**config.mk**
```make
export PLATFORM = sky130hd
export DESIGN_NAME = ps2_key_rx
export DESIGN_NICKNAME = d
export VERILOG_FILES = /design/src/rtl/ps2_key_rx.sv
export SDC_FILE = /design/constraint.sdc
export NUM_CORES = 1
export LEC_CHECK = 0
export CAP_MARGIN = 40
export CORE_ASPECT_RATIO = 2
export CORE_MARGIN = 3
export CORE_UTILIZATION = 49
export DETAILED_ROUTE_END_ITERATION = 8
export PLACE_DENSITY = 0.67
export SLEW_MARGIN = 20
export SYNTH_ARGS = -nofsm -noshare
export SYNTH_HDL_FRONTEND = slang
export SYNTH_SLANG_ARGS = --single-unit
```
**constraint.sdc**
```tcl
create_clock -name MCLK -period 2.8 [get_ports MCLK]
set_input_delay 0.56 -clock MCLK [delete_from_list [all_inputs] [get_ports MCLK]]
set_output_delay 0.56 -clock MCLK [all_outputs]
set_load 0.05 [all_outputs]
```
**src/rtl/ps2_key_rx.sv**
```systemverilog
// PS/2 keyboard receiver: conditions the raw keyboard clock/data pins,
// deframes device-to-host bytes and turns scan-code sequences into the
// 11-bit key-event word {toggle, pressed, ext, code} used by the core.

module ps2_line_filter #(
    parameter int FILT_LEN = 8
) (
    input  logic clk_sys,
    input  logic rst_n,
    input  logic raw_in,
    output logic filt_out
);

    localparam int CW = (FILT_LEN > 1) ? $clog2(FILT_LEN + 1) : 1;

    logic          sync_1;
    logic          sync_2;
    logic [CW-1:0] stable_cnt;

    // Two-flop synchronizer for the asynchronous pin; idles high like the bus.
    always_ff @(posedge clk_sys or negedge rst_n) begin
        if (!rst_n) begin
            sync_1 <= 1'b1;
            sync_2 <= 1'b1;
        end else begin
            sync_1 <= raw_in;
            sync_2 <= sync_1;
        end
    end

    // Accept a new level only after it has held for FILT_LEN consecutive cycles.
    always_ff @(posedge clk_sys or negedge rst_n) begin
        if (!rst_n) begin
            filt_out   <= 1'b1;
            stable_cnt <= '0;
        end else if (sync_2 == filt_out) begin
            stable_cnt <= '0;
        end else if (stable_cnt == CW'(FILT_LEN - 1)) begin
            filt_out   <= sync_2;
            stable_cnt <= '0;
        end else begin
            stable_cnt <= stable_cnt + CW'(1);
        end
    end

endmodule

module ps2_key_rx #(
    parameter int FILT_LEN    = 8,
    parameter int TIMEOUT_CYC = 28000,
    parameter int TO_W        = 15
) (
    input  logic        MCLK,
    input  logic        RST_N,
    input  logic        PS2_CLK,
    input  logic        PS2_DAT,
    output logic [10:0] KEY,
    output logic        KEY_STB,
    output logic        ERR,
    output logic        RX_BUSY
);

    typedef enum logic [1:0] {
        ST_IDLE,
        ST_DATA,
        ST_PARITY,
        ST_STOP
    } rx_state_t;

    logic            clk_filt;
    logic            dat_filt;
    logic            clk_filt_d;
    logic            fall_stb;

    rx_state_t       state;
    rx_state_t       state_n;
    logic [2:0]      bit_cnt;
    logic [2:0]      bit_cnt_n;
    logic [7:0]      shift_reg;
    logic [7:0]      shift_n;
    logic            par_bit;
    logic            par_n;
    logic [TO_W-1:0] to_cnt;
    logic [TO_W-1:0] to_n;
    logic            err_set;
    logic            byte_ok;

    logic            err_q;
    logic            byte_vld;
    logic [7:0]      byte_q;

    logic [2:0]      skip_cnt;
    logic            ext_flag;
    logic            brk_flag;
    logic [10:0]     key_q;
    logic            key_stb_q;
    logic            is_filler;

    ps2_line_filter #(.FILT_LEN(FILT_LEN)) u_clk_filt (
        .clk_sys  (MCLK),
        .rst_n    (RST_N),
        .raw_in   (PS2_CLK),
        .filt_out (clk_filt)
    );

    ps2_line_filter #(.FILT_LEN(FILT_LEN)) u_dat_filt (
        .clk_sys  (MCLK),
        .rst_n    (RST_N),
        .raw_in   (PS2_DAT),
        .filt_out (dat_filt)
    );

    // Delayed copy of the filtered clock so a 1->0 transition becomes a one-cycle strobe.
    always_ff @(posedge MCLK or negedge RST_N) begin
        if (!RST_N) begin
            clk_filt_d <= 1'b1;
        end else begin
            clk_filt_d <= clk_filt;
        end
    end

    assign fall_stb = clk_filt_d & ~clk_filt;

    // Frame state register together with the bit, shift, parity and timeout state.
    always_ff @(posedge MCLK or negedge RST_N) begin
        if (!RST_N) begin
            state     <= ST_IDLE;
            bit_cnt   <= '0;
            shift_reg <= '0;
            par_bit   <= 1'b0;
            to_cnt    <= '0;
        end else begin
            state     <= state_n;
            bit_cnt   <= bit_cnt_n;
            shift_reg <= shift_n;
            par_bit   <= par_n;
            to_cnt    <= to_n;
        end
    end

    // Frame deframing: every move happens on a falling-edge strobe, except the timeout abort.
    always_comb begin
        state_n   = state;
        bit_cnt_n = bit_cnt;
        shift_n   = shift_reg;
        par_n     = par_bit;
        to_n      = to_cnt;
        err_set   = 1'b0;
        byte_ok   = 1'b0;

        if (state == ST_IDLE || fall_stb) begin
            to_n = '0;
        end else begin
            to_n = to_cnt + TO_W'(1);
        end

        case (state)
            ST_IDLE: begin
                if (fall_stb) begin
                    if (!dat_filt) begin
                        state_n   = ST_DATA;
                        bit_cnt_n = '0;
                    end else begin
                        err_set = 1'b1;
                    end
                end
            end
            ST_DATA: begin
                if (fall_stb) begin
                    shift_n   = {dat_filt, shift_reg[7:1]};
                    bit_cnt_n = bit_cnt + 3'd1;
                    if (bit_cnt == 3'd7) begin
                        state_n = ST_PARITY;
                    end
                end
            end
            ST_PARITY: begin
                if (fall_stb) begin
                    par_n   = dat_filt;
                    state_n = ST_STOP;
                end
            end
            ST_STOP: begin
                if (fall_stb) begin
                    state_n = ST_IDLE;
                    if (dat_filt && (^{shift_reg, par_bit})) begin
                        byte_ok = 1'b1;
                    end else begin
                        err_set = 1'b1;
                    end
                end
            end
            default: begin
                state_n = ST_IDLE;
            end
        endcase

        if (state != ST_IDLE && !fall_stb && to_cnt == TO_W'(TIMEOUT_CYC - 1)) begin
            err_set = 1'b1;
            state_n = ST_IDLE;
            to_n    = '0;
        end
    end

    // Register the frame verdict so byte processing runs one cycle after the stop bit.
    always_ff @(posedge MCLK or negedge RST_N) begin
        if (!RST_N) begin
            err_q    <= 1'b0;
            byte_vld <= 1'b0;
            byte_q   <= '0;
        end else begin
            err_q    <= err_set;
            byte_vld <= byte_ok;
            if (byte_ok) begin
                byte_q <= shift_reg;
            end
        end
    end

    // Keyboard self-test/ack/overrun bytes that carry no key information on their own.
    always_comb begin
        is_filler = 1'b0;
        case (byte_q)
            8'hAA, 8'hFA, 8'hFE, 8'hEE, 8'h00, 8'hFF: is_filler = 1'b1;
            default:                                  is_filler = 1'b0;
        endcase
    end

    // Scan-code interpretation: Pause skipping, E0/F0 prefixes, fillers, then key events.
    always_ff @(posedge MCLK or negedge RST_N) begin
        if (!RST_N) begin
            skip_cnt  <= '0;
            ext_flag  <= 1'b0;
            brk_flag  <= 1'b0;
            key_q     <= '0;
            key_stb_q <= 1'b0;
        end else begin
            key_stb_q <= 1'b0;
            if (err_q) begin
                ext_flag <= 1'b0;
                brk_flag <= 1'b0;
            end else if (byte_vld) begin
                if (skip_cnt != 3'd0) begin
                    skip_cnt <= skip_cnt - 3'd1;
                end else if (byte_q == 8'hE1) begin
                    skip_cnt <= 3'd7;
                end else if (byte_q == 8'hE0) begin
                    ext_flag <= 1'b1;
                end else if (byte_q == 8'hF0) begin
                    brk_flag <= 1'b1;
                end else if (is_filler && !ext_flag && !brk_flag) begin
                    key_stb_q <= 1'b0;
                end else begin
                    key_q     <= {~key_q[10], ~brk_flag, ext_flag, byte_q};
                    key_stb_q <= 1'b1;
                    ext_flag  <= 1'b0;
                    brk_flag  <= 1'b0;
                end
            end
        end
    end

    assign KEY     = key_q;
    assign KEY_STB = key_stb_q;
    assign ERR     = err_q;
    assign RX_BUSY = (state != ST_IDLE);

endmodule

```
==> results of run 1 <==
## metal layers
layer / track usage / up-vias / routed length, um / share of wire
li1: - / 1044 / - / -
met1: 0.178 / 1050 / 2170 / 0.38
met2: 0.293 / 33 / 3180 / 0.56
met3: 0.0467 / 14 / 167 / 0.029
met4: 0.0940 / 0 / 169 / 0.030
met5: 0 / - / 0 / 0
## per-stage QoR
stage	std cells	worst slack [ns]	area (sq um)	total power [mW]	utilization
floorplan	287	0.917	3330	1.77	-
global placement	385	0.557	3600	1.91	0.557
detailed placement	385	0.518	3600	1.93	0.557
CTS	401	0.143	3870	2.98	0.598
global route	401	0.0578	3870	3.12	0.598
finish	401	0.163	3870	2.93	0.598
## critical path: stages (launching register included)
cell	delay [ns]
sky130_fd_sc_hd__dfrtp_1	0.40
sky130_fd_sc_hd__inv_1	0.09
sky130_fd_sc_hd__ha_1	0.31
sky130_fd_sc_hd__inv_1	0.15
sky130_fd_sc_hd__clkdlybuf4s50_1	0.81
## cell usage in the layout, fill, tap and decap left out, types with 3 or more instances in the layout
| cell type | count |
|---|---|
| sky130_fd_sc_hd__a21oi_1 | 11 |
| sky130_fd_sc_hd__a22o_1 | 4 |
| sky130_fd_sc_hd__clkbuf_16 | 9 |
| sky130_fd_sc_hd__clkdlybuf4s50_1 | 16 |
| sky130_fd_sc_hd__clkinv_2 | 3 |
| sky130_fd_sc_hd__dfrtp_1 | 64 |
| sky130_fd_sc_hd__dfstp_2 | 7 |
| sky130_fd_sc_hd__ha_1 | 11 |
| sky130_fd_sc_hd__inv_1 | 13 |
| sky130_fd_sc_hd__mux2_2 | 21 |
| sky130_fd_sc_hd__mux2_4 | 6 |
| sky130_fd_sc_hd__nand2_1 | 16 |
| sky130_fd_sc_hd__nand3_1 | 12 |
| sky130_fd_sc_hd__nor2_1 | 25 |
| sky130_fd_sc_hd__nor2b_1 | 8 |
| sky130_fd_sc_hd__nor3_1 | 12 |
| sky130_fd_sc_hd__nor4_1 | 3 |
| sky130_fd_sc_hd__o21a_1 | 3 |
| sky130_fd_sc_hd__o21ai_0 | 6 |
| sky130_fd_sc_hd__or3_1 | 3 |
| sky130_fd_sc_hd__xnor2_1 | 15 |
| sky130_fd_sc_hd__xor2_1 | 7 |
## worst max path at each step
stage	start	slack, ns	endpoint
after floorplan	byte_q[4]	0.92	KEY[0]
after global placement	state[0]	0.56	RX_BUSY
after detailed placement	state[0]	0.52	RX_BUSY
after CTS	state[0]	0.14	RX_BUSY
after global routing	state[0]	0.06	RX_BUSY
final	state[0]	0.16	RX_BUSY
## cells by family after synthesis
kind of cell,after synthesis,synth area share
buffers and inverters,20,0.0244
XOR/XNOR,24,0.0695
adder cells (fa/ha/maj),11,0.0413
flip-flops,71,0.536
AND/OR/NAND/NOR,96,0.152
multiplexers,29,0.104
AO/OA/AOI/OAI,36,0.0725
## where the power goes
group	switching [mW]	internal (mW)	leakage [nW]
Clock	0.401	0.619	0.132
Combinational	0.369	0.262	0.719
Sequential	0.120	1.16	0.955
Total	0.890	2.04	1.81
## area by class of cell
cell class	count	area [sq um]	area share
Clock buffer	12	246	0.0637
Tap cell	86	108	0.0278
Sequential cell	71	1790	0.462
Timing Repair Buffer	19	193	0.0498
Clock inverter	4	22.5	0.00582
Inverter	13	48.8	0.0126
Multi-Input combinational cell	196	1460	0.379
==> results.txt, run 1 <==
----------------------------------------------------
[Status]
  Run status ... finished, final reports clean

[Global routing]
  Global-route usage over all layers ... 0.167
  First-pass GRT wire length ... 9990 um
  Initial antenna violation count ... 0
  Maximum number of pins on one net before global-route repair ... 72
  Aggregate global routing overflow ... 0
  Number of global-route vias before repair ... 2155

[Timing]
  Total Negative Setup Slacks ... 0 ns
  Final period utilization ... 0.942
  Worst Tran Pin Value ... 0.742 ns
  Period minus WS final ... 2.64 ns
  Maximum operating frequency ... 379 MHz
  Final setup violating endpoints ... 0
  Setup repair after global routing missed its margin ... no
  Final hold violations ... 0
  Max-slew headroom ... 0.504
  Count of pins over their slew limit ... 0
  Setup skew after layout ... 0.00322 ns
  Worst-case hold slack ... 0.249 ns

[Setup path]
  Worst R2R Path Depth ... 5
  Worst Path Class, Setup ... register to output port
  Kind of launch point of the worst setup path ... register
  Reg2reg setup slack ... 0.69 ns
  Critical Path End Type ... output port
  Crit path required time ... 2.24 ns
  Source of the worst register-to-register timing path ... byte_q[4]
  CP Data Arrival Time ... 2.08 ns
  Maximum net fanout on the critical path ... 10
  Endpoint of the lowest-slack register-to-register path ... KEY[7]

[Layout]
  Flip-flop count of the largest register, all copies and words added ... 15
  Final antenna diode count ... 0
  Net total in the final layout ... 325
  Top register by number of flip-flops ... to_cnt
  Fillcell total ... 579
  Area growth syn-to-layout ... 16.1%
  Share of post-route cells with drive strength above 1 ... 0.178

[Logic synthesis]
  Leading area contributor after synthesis ... sky130_fd_sc_hd__dfrtp_1
  EDFF count, synth ... 0
  Flops & latches, synth ... 71
  Portion of the post-synthesis area used by sequential elements ... 0.536
  Combined area of all synthesized cells ... 0.00333 sq mm
  Portion of synthesized cell area occupied by the leading cell type ... 0.481
  Number of distinct library cells after synthesis ... 48
  Most frequent cell after synthesis ... sky130_fd_sc_hd__dfrtp_1
  Async SR Flop Fraction ... 1.00
  Number of instances in the synthesized netlist ... 287
  Cell types with the highest counts after synthesis ... sky130_fd_sc_hd__dfrtp_1, sky130_fd_sc_hd__nor2_1, sky130_fd_sc_hd__mux2_2
  Warnings, synthesis ... 0
  Mean post-synth cell area ... 11.6 sq um
  Synth area leaders ... sky130_fd_sc_hd__dfrtp_1, sky130_fd_sc_hd__mux2_2, sky130_fd_sc_hd__dfstp_2
  Net count of the mapped netlist ... 302
  Top flip-flop cell by instance count after synthesis ... sky130_fd_sc_hd__dfrtp_1

[Worst hold path]
  HP Class ... input port to async pin

[Route]
  Initial DRC count ... 109
  Count of TritonRoute iterations in the first routing pass ... 4
  Total DRC errors in the routed layout ... 0
  Count of vias placed by the detailed router ... 2141
  Via density per instance ... 5.34
  Remaining antenna violation count after routing ... 0
  Wire length per cell after detailed routing ... 14.2 um
  Post-detailed-routing wire length ... 5700 um

[Clock network]
  Root cell of the clock tree ... sky130_fd_sc_hd__clkbuf_16
  CTS H-tree lvls ... 3
  Clk pin slew, worst setup/hold paths ... 0.05 ns
  Number of clock buffers inserted by TritonCTS ... 9
  TritonCTS clock tree ... built
  Clock buffer depth ... 2
  Count of instances resized after the clock tree is built ... 0
  Post-CTS setup buffer count ... 0
  Clock latency of the later-clocked register in the worst-skew pair ... 0.32 ns
  Cts-stage hold buffer count ... 0
  Clock sinks ... 71

[Power and ir drop]
  Leak pwr ... 1.81 nW
  Worst IR Drop VDD ... 518 uV
  Areal power density over the cells ... 758 mW/mm^2

[Place]
  Global placer's final weighted congestion ... 0.767
  Count of buffers inserted at the top-level ports ... 17
  DPL Wire Length ... 4040 um

[Floorplanning]
  Vertical extent of the die ... 123 um
  Row count ... 41
  Initial standard-cell utilization of the core ... 0.515
  Horiz. Die Dim ... 64.3 um
  Number of top-level pins ... 18
  Core footprint ... 0.00646 sq mm
  Total Die Area ... 0.00788 sq mm

[Flow run]
  MaxCap Viol Count ... 0

----------------------------------------------------
Power figures use the tool's default switching activity.
==> run 2, diff against run 1 <==
==> constraint.sdc (replaced) <==
create_clock -name MCLK -period 3.4 [get_ports MCLK]
set_input_delay 0.68 -clock MCLK [delete_from_list [all_inputs] [get_ports MCLK]]
set_output_delay 0.68 -clock MCLK [all_outputs]
set_load 0.05 [all_outputs]
==> results.txt, run 2 (synthesis results as in run 1) <==
----------------------------------------------------
[Timing]
  Period minus WS final ... 2.74 ns
  Final hold violations ... 0 (unchanged)
  Total Negative Setup Slacks ... 0 ns (unchanged)
  Final setup violating endpoints ... 0 (unchanged)
  Worst Tran Pin Value ... 0.580 ns (was 0.742 ns)
  Max-slew headroom ... 0.610 (was 0.504)
  Post-route worst setup slack ... 0.657 ns (was 0.163 ns)
  Count of pins over their slew limit ... 0 (unchanged)
  Final period utilization ... 0.807
  Setup repair after global routing missed its margin ... no (unchanged)
  Maximum operating frequency ... 365 MHz
  Setup skew after layout ... 0.00464 ns (was 0.00322 ns)

[Global routing]
  Initial antenna violation count ... 0 (unchanged)
  Aggregate global routing overflow ... 0 (unchanged)
  First-pass GRT wire length ... 9990 um (unchanged)
  Maximum number of pins on one net before global-route repair ... 38 (was 72)
  Number of global-route vias before repair ... 2140 (was 2155)
  Global-route usage over all layers ... 0.170 (was 0.167)

[Setup path]
  Critical Path End Type ... output port (unchanged)
  Cell type with the highest occurrence count on the critical path ... sky130_fd_sc_hd__inv_1 (unchanged)
  Crit path required time ... 2.72 ns (was 2.24 ns)
  Maximum net fanout on the critical path ... 10 (unchanged)
  Number of buffer and inverter instances along the worst setup path ... 3 (unchanged)
  Cells traversed along the worst timing path ... inv_1, ha_1, inv_1, clkdlybuf4s50_1 (unchanged)
  CP max stage delay ... 0.82 ns (was 0.81 ns)
  Delay-heaviest family, CP ... buffers and inverters (unchanged)
  Crit path max-delay cell type ... sky130_fd_sc_hd__clkdlybuf4s50_1 (unchanged)
  Kind of launch point of the worst setup path ... register (unchanged)
  Worst Path Class, Setup ... register to output port (unchanged)
  CP Data Arrival Time ... 2.06 ns (was 2.08 ns)

[Worst hold path]
  HP Class ... input port to async pin (unchanged)

[Clock network]
  Root cell of the clock tree ... sky130_fd_sc_hd__clkbuf_16 (unchanged)
  Number of clock buffers inserted by TritonCTS ... 9 (unchanged)
  Clk pin slew, worst setup/hold paths ... 0.05 ns (about the same)
  Clock buffer depth ... 2 (unchanged)
  Clock sinks ... 71 (unchanged)
  Cts-stage hold buffer count ... 0 (unchanged)
  CTS H-tree lvls ... 3 (unchanged)
  Post-CTS setup buffer count ... 0 (unchanged)
  Clock latency of the later-clocked register in the worst-skew pair ... 0.33 ns (was 0.32 ns)
  Count of instances resized after the clock tree is built ... 0 (unchanged)
  TritonCTS clock tree ... built (unchanged)

[Layout]
  Sequential cell area ... 0.00179 sq mm (unchanged)
  Multi-input logic area ... 0.00146 sq mm (unchanged)
  Fillcell total ... 563 (was 579)
  Final antenna diode count ... 0 (unchanged)
  Leading cell type in the layout, fill and taps excluded ... sky130_fd_sc_hd__dfrtp_1 (unchanged)
  Flip-flop count of the largest register, all copies and words added ... 15 (unchanged)
  Total non-filler cell area in the finished layout ... 0.00392 sq mm (was 0.00387 sq mm)
  Net total in the final layout ... 327 (was 325)
  Top register by number of flip-flops ... to_cnt (unchanged)
  Share of post-route cells with drive strength above 1 ... 0.186 (was 0.178)
  Area growth syn-to-layout ... 17.5% (was 16.1%)
  Most frequent cells in the layout ... sky130_fd_sc_hd__dfrtp_1, sky130_fd_sc_hd__nor2_1, sky130_fd_sc_hd__mux2_2 (unchanged)

[Place]
  Setup Slack @ Placement ... 0.996 ns (was 0.518 ns)
  Count of buffers inserted at the top-level ports ... 17 (unchanged)
  DPL Wire Length ... 4250 um (was 4040 um)
  Global placer's final weighted congestion ... 0.785 (was 0.767)
  Instance area after placement ... 0.00359 sq mm (was 0.00360 sq mm)

[Route]
  Remaining antenna violation count after routing ... 0 (unchanged)
  Count of TritonRoute iterations in the first routing pass ... 5 (was 4)
  Initial DRC count ... 108 (was 109)
  Post-detailed-routing wire length ... 5860 um (was 5700 um)
  Via density per instance ... 5.27 (was 5.34)
  Wire length per cell after detailed routing ... 14.5 um (was 14.2 um)
  Total DRC errors in the routed layout ... 0 (unchanged)
  Count of vias placed by the detailed router ... 2123 (was 2141)

[Power and ir drop]
  Total power ... 2.51 mW (was 2.93 mW)
  Leak pwr ... 1.84 nW (was 1.81 nW)
  Areal power density over the cells ... 641 mW/mm^2 (was 758 mW/mm^2)
  Worst IR Drop VDD ... 408 uV (was 518 uV)

[Floorplanning]
  Horiz. Die Dim ... 64.3 um (unchanged)
  Total Die Area ... 0.00788 sq mm (unchanged)
  Initial standard-cell utilization of the core ... 0.515 (unchanged)
  Row count ... 41 (unchanged)
  Vertical extent of the die ... 123 um (unchanged)
  Core footprint ... 0.00646 sq mm (unchanged)
  Number of top-level pins ... 18 (unchanged)

[Status]
  Run status ... finished, final reports clean (unchanged)

[Flow run]
  MaxCap Viol Count ... 0 (unchanged)

----------------------------------------------------
==> run 2: cell types whose count changed in the layout (fill, tap and decap cells not counted) <==
cell,delta
sky130_fd_sc_hd__clkbuf_1,-1
sky130_fd_sc_hd__bufinv_16,+1
sky130_fd_sc_hd__buf_4,+2
sky130_fd_sc_hd__clkinvlp_4,-1
sky130_fd_sc_hd__clkbuf_8,+1
==> run 2: final timing paths <==
kind,from,endpoint,slack (ns),depth (start not counted)
max in group asynchronous,RST_N,clk_filt_d,2.47,3
min reg2reg,u_dat_filt.sync_1,u_dat_filt.sync_2,0.35,0
min,RST_N,KEY[10],0.18,1
max,state[0],RX_BUSY,0.66,4
max reg2reg,byte_q[4],KEY[5],1.29,5
min in group MCLK,u_dat_filt.sync_1,u_dat_filt.sync_2,0.35,0
==> run 2: layer usage <==
layer	vias up	share of wire	track usage	wire length, um
met1	1032	0.37	0.175	2190
met5	-	0	0	0
met2	30	0.57	0.310	3360
met3	12	0.025	0.0330	149
met4	0	0.028	0.0993	163
li1	1049	-	-	-
==> run 2: final cells by class <==
type / instances / area share
clock buffers: 12 / 0.0655
flip-flops and latches: 71 / 0.456
inverters: 13 / 0.0125
repair buffers: 21 / 0.0531
well taps: 86 / 0.0275
multi-input cells: 196 / 0.374
clock inverters: 4 / 0.0115
==> run 2: power by group <==
part	total [mW]	switching [mW]	internal, mW
logic	0.519	0.302	0.217
clock network	0.941	0.337	0.603
registers	1.05	0.0947	0.955
==> run 2: stage by stage <==
| stage | utilization | instances | hold slack [ns] |
|---|---|---|---|
| 2_1_floorplan | - | 287 | 0.345 |
| 5_1_grt | 0.606 | 403 | 0.178 |
| 4_1_cts | 0.603 | 402 | 0.354 |
| 6_report | 0.606 | 403 | 0.177 |
| 3_5_place_dp | 0.556 | 386 | 0.349 |
| 3_3_place_gp | 0.556 | 386 | 0.346 |
